### src/rtl/ps2_key_queue.sv
// PS/2 to Apple //e keyboard front end: keystroke FIFO, held-key tracking for akd,
// typematic auto-repeat and open/closed-apple modifiers. ASCII comes from an external ROM.
module ps2_key_queue #(
  parameter int DEPTH     = 4,
  parameter int NKEY      = 4,
  parameter int REP_DELAY = 7000000,
  parameter int REP_RATE  = 933333
) (
  input  logic                    CLK_14M,
  input  logic                    reset,
  input  logic [10:0]             PS2_Key,
  input  logic                    reads,
  output logic [11:0]             rom_addr,
  input  logic [7:0]              rom_data,
  output logic [7:0]              K,
  output logic                    akd,
  output logic                    open_apple,
  output logic                    closed_apple,
  output logic                    overflow,
  output logic [$clog2(DEPTH):0]  fifo_count
);

  localparam int AW      = $clog2(DEPTH);
  localparam int REP_MAX = (REP_DELAY > REP_RATE) ? REP_DELAY : REP_RATE;
  localparam int CW      = $clog2(REP_MAX + 1);

  typedef enum logic [2:0] {IDLE, DECODE, LOOKUP, CAPTURE, RELEASE} state_t;

  state_t          state, state_nx;
  logic            old_stb, primed;
  logic            ev_make, ev_ext;
  logic [7:0]      ev_code;
  logic [8:0]      ev_key;
  logic            shift, ctrl, caplock;
  logic [NKEY-1:0] slot_valid, hit_vec, free_vec;
  logic [8:0]      slot_key [NKEY];
  logic            rep_active;
  logic [8:0]      rep_key;
  logic [6:0]      rep_ascii;
  logic [CW-1:0]   rep_cnt;
  logic [6:0]      mem [DEPTH];
  logic [AW-1:0]   wr_ptr, rd_ptr;
  logic [6:0]      last_pop;

  logic ev_pending, is_shift, is_ctrl, is_alt, is_caps, is_mod;
  logic cap_push, rep_fire, push, do_pop, fifo_full, push_ok;
  logic [6:0] push_data;

  assign ev_key     = {ev_ext, ev_code};
  assign ev_pending = primed && (PS2_Key[10] != old_stb);
  assign is_shift   = (ev_code == 8'h12) || (ev_code == 8'h59);
  assign is_ctrl    = (ev_code == 8'h14);
  assign is_alt     = (ev_code == 8'h11);
  assign is_caps    = (ev_code == 8'h58);
  assign is_mod     = is_shift || is_ctrl || is_alt || is_caps;

  // Held-table match and first free slot.
  // NOTE: every always_comb output gets a default before any branch, so no latch is inferred.
  always_comb begin
    hit_vec  = '0;
    free_vec = '0;
    for (int i = 0; i < NKEY; i++) begin
      hit_vec[i] = slot_valid[i] && (slot_key[i] == ev_key);
      if (!slot_valid[i] && (free_vec == '0)) free_vec[i] = 1'b1;
    end
  end

  always_comb begin
    state_nx = state;
    case (state)
      IDLE:    if (ev_pending) state_nx = DECODE;
      DECODE: begin
        if (!ev_make)                 state_nx = RELEASE;
        else if (is_mod || |hit_vec)  state_nx = IDLE;
        else                          state_nx = LOOKUP;
      end
      LOOKUP:  state_nx = CAPTURE;
      CAPTURE: state_nx = IDLE;
      RELEASE: state_nx = IDLE;
      default: state_nx = IDLE;
    endcase
  end

  // A fresh keystroke beats a repeat landing on the same cycle.
  assign cap_push  = (state == CAPTURE) && !rom_data[7];
  assign rep_fire  = rep_active && (rep_cnt == '0);
  assign push      = cap_push || rep_fire;
  assign push_data = cap_push ? rom_data[6:0] : rep_ascii;
  assign do_pop    = reads && (fifo_count != '0);
  assign fifo_full = (fifo_count == (AW+1)'(DEPTH));
  assign push_ok   = push && (!fifo_full || do_pop);

  // NOTE: sequential state uses non-blocking assignments so all registers update together.
  always_ff @(posedge CLK_14M or posedge reset) begin
    if (reset) state <= IDLE;
    else       state <= state_nx;
  end

  always_ff @(posedge CLK_14M or posedge reset) begin
    if (reset) begin
      primed  <= 1'b0;
      old_stb <= 1'b0;
      ev_make <= 1'b0;
      ev_ext  <= 1'b0;
      ev_code <= '0;
    end else begin
      primed <= 1'b1;
      if (!primed) begin
        old_stb <= PS2_Key[10];
      end else if (state == IDLE && ev_pending) begin
        old_stb <= PS2_Key[10];
        ev_make <= PS2_Key[9];
        ev_ext  <= PS2_Key[8];
        ev_code <= PS2_Key[7:0];
      end
    end
  end

  always_ff @(posedge CLK_14M or posedge reset) begin
    if (reset) begin
      shift        <= 1'b0;
      ctrl         <= 1'b0;
      caplock      <= 1'b0;
      open_apple   <= 1'b0;
      closed_apple <= 1'b0;
      rom_addr     <= '0;
    end else begin
      if (state == DECODE) begin
        if (is_shift)           shift        <= ev_make;
        if (is_ctrl)            ctrl         <= ev_make;
        if (is_alt && !ev_ext)  open_apple   <= ev_make;
        if (is_alt && ev_ext)   closed_apple <= ev_make;
        if (is_caps && !ev_make) caplock     <= ~caplock;
      end
      rom_addr <= {caplock, ev_ext, ev_code, ~ctrl, ~shift};
    end
  end

  always_ff @(posedge CLK_14M or posedge reset) begin
    if (reset) begin
      slot_valid <= '0;
      for (int i = 0; i < NKEY; i++) slot_key[i] <= '0;
    end else begin
      for (int i = 0; i < NKEY; i++) begin
        if (cap_push && free_vec[i]) begin
          slot_valid[i] <= 1'b1;
          slot_key[i]   <= ev_key;
        end else if (state == RELEASE && hit_vec[i]) begin
          slot_valid[i] <= 1'b0;
        end
      end
    end
  end

  assign akd = |slot_valid;

  always_ff @(posedge CLK_14M or posedge reset) begin
    if (reset) begin
      rep_active <= 1'b0;
      rep_key    <= '0;
      rep_ascii  <= '0;
      rep_cnt    <= '0;
    end else if (cap_push) begin
      rep_active <= 1'b1;
      rep_key    <= ev_key;
      rep_ascii  <= rom_data[6:0];
      rep_cnt    <= CW'(REP_DELAY - 1);
    end else if (state == RELEASE && rep_active && rep_key == ev_key) begin
      rep_active <= 1'b0;
    end else if (rep_active) begin
      rep_cnt <= rep_fire ? CW'(REP_RATE - 1) : rep_cnt - CW'(1);
    end
  end

  // NOTE: FIFO storage is not reset; only the pointers and count define which entries are live.
  always_ff @(posedge CLK_14M) begin
    if (push_ok) mem[wr_ptr] <= push_data;
  end

  always_ff @(posedge CLK_14M or posedge reset) begin
    if (reset) begin
      wr_ptr     <= '0;
      rd_ptr     <= '0;
      fifo_count <= '0;
      last_pop   <= '0;
      overflow   <= 1'b0;
    end else begin
      if (push_ok) wr_ptr <= wr_ptr + AW'(1);
      if (do_pop) begin
        rd_ptr   <= rd_ptr + AW'(1);
        last_pop <= mem[rd_ptr];
      end
      if (push_ok && !do_pop)      fifo_count <= fifo_count + (AW+1)'(1);
      else if (!push_ok && do_pop) fifo_count <= fifo_count - (AW+1)'(1);
      if (cap_push && !push_ok) overflow <= 1'b1;
      else if (reads)           overflow <= 1'b0;
    end
  end

  assign K = {fifo_count != '0, (fifo_count != '0) ? mem[rd_ptr] : last_pop};

endmodule

### config.mk
export PLATFORM = sky130hd
export DESIGN_NAME = ps2_key_queue
export DESIGN_NICKNAME = d
export VERILOG_FILES = /design/src/rtl/ps2_key_queue.sv
export SDC_FILE = /design/constraint.sdc
export NUM_CORES = 1
export LEC_CHECK = 0
export CAP_MARGIN = 40
export CORE_MARGIN = 3
export CORE_UTILIZATION = 31
export CTS_CLUSTER_DIAMETER = 80
export DETAILED_ROUTE_END_ITERATION = 8
export SYNTH_ARGS = -nofsm -noshare
export SYNTH_HDL_FRONTEND = slang
export SYNTH_SLANG_ARGS = --single-unit
### constraint.sdc
create_clock -name CLK_14M -period 9.6 [get_ports CLK_14M]
set_input_delay 2.88 -clock CLK_14M [delete_from_list [all_inputs] [get_ports CLK_14M]]
set_output_delay 2.88 -clock CLK_14M [all_outputs]
set_load 0.01 [all_outputs]
==> results_dict.tcl <==
set metrics [dict create \
    yosysWarnings 0 \
    p_per_area_nw_per_um2 297 \
    drt-total-wl_um 14300 \
    synth_area_leaders "dfrtp_1, edfxtp_1, mux2_2" \
    drcViolationCount 0 \
    dp_hpwl_um 9630 \
    register_area_um2 4020 \
    power_uw 2490 \
    wl_per_cell_um 16.0 \
    syn_to_final_growth_pct 19.0 \
    ir_worst_vdd_mv 0.201 \
    cpLargestDelayFamily "simple AND/OR/NAND/NOR gates" \
    overflow 0 \
    critical_path_class "input port to flip-flop" \
    worst_pin_slew_ps 927 \
    fillers 2072 \
    multi_input_area_um2 2850 \
    cp_common_cell "xor2_1" \
    fin_nets 629 \
    finalSetupTns_ps 0 \
    hold_buffers 0 \
    io_buffers 48 \
    cp.arrival_ps 5720 \
    synth_cells 558 \
    leakagePower_uw 0.00348 \
    drive_gt1_share_pct 21.1 \
    vias_per_cell 4.92 \
    hold_violations 0 \
    crit_path_cell_trace "clkdlybuf4s50_1 > or4bb_2 > a2bb2oi_4 > ha_1 > inv_1 > fa_1 > xor2_1 > nor2_1 > xor2_1" \
    dp.cells 860 \
    cp-start-kind "input port" \
    status "completed" \
    track_usage_pct 12.2 \
    syn-num-nets 588 \
    synthArstFlopShare_pct 81.9 \
    ys_seq_area_share_pct 57.1 \
    drtPass1Iterations 4 \
    yosys.area.top_type "dfrtp_1" \
    first_iter_violations 284 \
    rr_worst_depth 10 \
    worstHoldPathType "flip-flop to flip-flop" \
    yosys.cell_types.count 64 \
    cts-htree-levels 4 \
    start_util_pct 31.9 \
    grt_max_degree 58 \
    vias 4386 \
    synth_area_per_cell_um2 12.6 \
    synth_seq_cells 155 \
    cts_sinks 155 \
    layout_commonest_cell "dfrtp_1" \
    ys.flop_type "dfrtp_1" \
    finalMaxSlewViolations 0 \
    hold_path_depth 0 \
    cpPeakStageDelay_ps 970 \
    drt.antenna.violating_nets 0 \
    clock_skew_ps 7.87 \
    synth_top_area_share_pct 45.2 \
    slew_headroom_pct 38.0 \
    syn_area_um2 7040 \
    core_um2 22100 \
    antenna_found_initial 0 \
    clk_transition_reported_paths_ps 60 \
    clk-insertion-delay-late_ps 420 \
    first_global_vias 4550 \
    antenna-diode-count 0 \
    synth_edf_count 28 \
    rsz0062_at_grt "false" \
    period_minus_slack_ps 5370 \
    gp_congestion 0.775 \
    critPathCaptureType "flip-flop" \
    clock_path_buffers 2 \
    fin_cells 892 \
    cp_num_cells 9 \
    maxCapViolCount 0 \
    cts_root_buffer "clkbuf_16" \
    fin_crit_sh_pct 55.9 \
    layout_common_cells "dfrtp_1, nand2_1, mux2_2" \
    place_ws_ps 3790 \
    worst_slack_ps 4230 \
    cp.required_ps 9950 \
    rows 54 \
    grt_pass1_wl_um 23800 \
    crit_fanout 30 \
    setup_violations 0 \
    crit_buf_inv 2 \
    fmax_ghz 0.186 \
    dieWidth_um 157 \
    cts_buffers 17 \
    cts_resized 0 \
    post_cts_buffers 0 \
    io_pins 49 \
    die_area_um2 24500 \
    cts_tree "done" \
    die_y_um 157 \
    slowest_stage "or4bb_2" \
]
## cell type report
type,count,share of cell area [%]
Sequential cell,155,48.0
Multi-Input combinational cell,362,34.0
Timing Repair Buffer,52,6.31
Clock buffer,19,5.17
Tap cell,280,4.18
Clock inverter,13,1.81
Inverter,11,0.523
## synthesized netlist by cell type (10+ instances only)
cell and n:
dfrtp_1 127, xnor2_1 17, nand2_1 67, clkbuf_1 21, nor4_1 12, xor2_1 42, mux2_2 67, nand4_1 10
a21oi_1 10, o21ai_0 13, inv_1 10, edfxtp_1 28, nor2_1 18, nor3_1 10
## sequential cells by signal (all words and copies together) (netlist names), 2 cells and up
signal and cells:
rep_cnt 23, wr_ptr 2, state 3, rep_key 9
last_pop 7, slot_key 36, mem 28, fifo_count 3
ev_code 8, slot_valid 4, rep_ascii 7, rd_ptr 2
rom_addr 12
## power breakdown
| group | internal (uW) | switching (uW) |
|---|---|---|
| Combinational | 389 | 305 |
| Sequential | 871 | 264 |
| Clock | 406 | 256 |
## metal layers
| metal | global-route usage [%] | vias to the layer above | part of all wire [%] | routed length, um |
|---|---|---|---|---|
| met5 | 0 | - | 0 | 0 |
| met4 | 4.54 | 0 | 1.0 | 146 |
| met3 | 2.90 | 11 | 3.4 | 482 |
| met2 | 19.2 | 92 | 48 | 6870 |
| met1 | 16.5 | 2212 | 47 | 6770 |
| li1 | - | 2071 | - | - |
## cells by family (layout without fill, tap and decap cells)
family / Yosys count / after routing / share of synthesized area, %
AND/OR/NAND/NOR: 169 / 169 / 13.0
flip-flops: 155 / 155 / 57.1
multiplexers: 74 / 74 / 13.0
XOR/XNOR: 59 / 59 / 7.34
AO/OA/AOI/OAI: 51 / 51 / 5.62
buffers and inverters: 41 / 95 / 2.42
adder cells (fa/ha/maj): 8 / 8 / 1.53
other: 1 / 1 / 0.0533
## stage by stage
step	hold WS (ps)	area, um^2	utilization [%]
2_1_floorplan	349	7040	-
3_3_place_gp	392	7760	35.1
3_5_place_dp	397	7790	35.3
4_1_cts	407	8370	37.9
5_1_grt	424	8370	37.9
6_report	401	8370	37.9
## final timing paths
check / start / to / slack (ps)
max in group asynchronous: reset / rep_cnt[21] / 5610
worst max-delay path: rom_data[7] / fifo_count[2] / 4230
worst min register to register: caplock / rom_addr[11] / 400
worst max register to register: rep_cnt[16] / fifo_count[2] / 6250
worst min-delay path: caplock / rom_addr[11] / 400
min in group asynchronous: reset / rom_addr[11] / 2910
No activity file was read; power rests on OpenSTA's default activity.
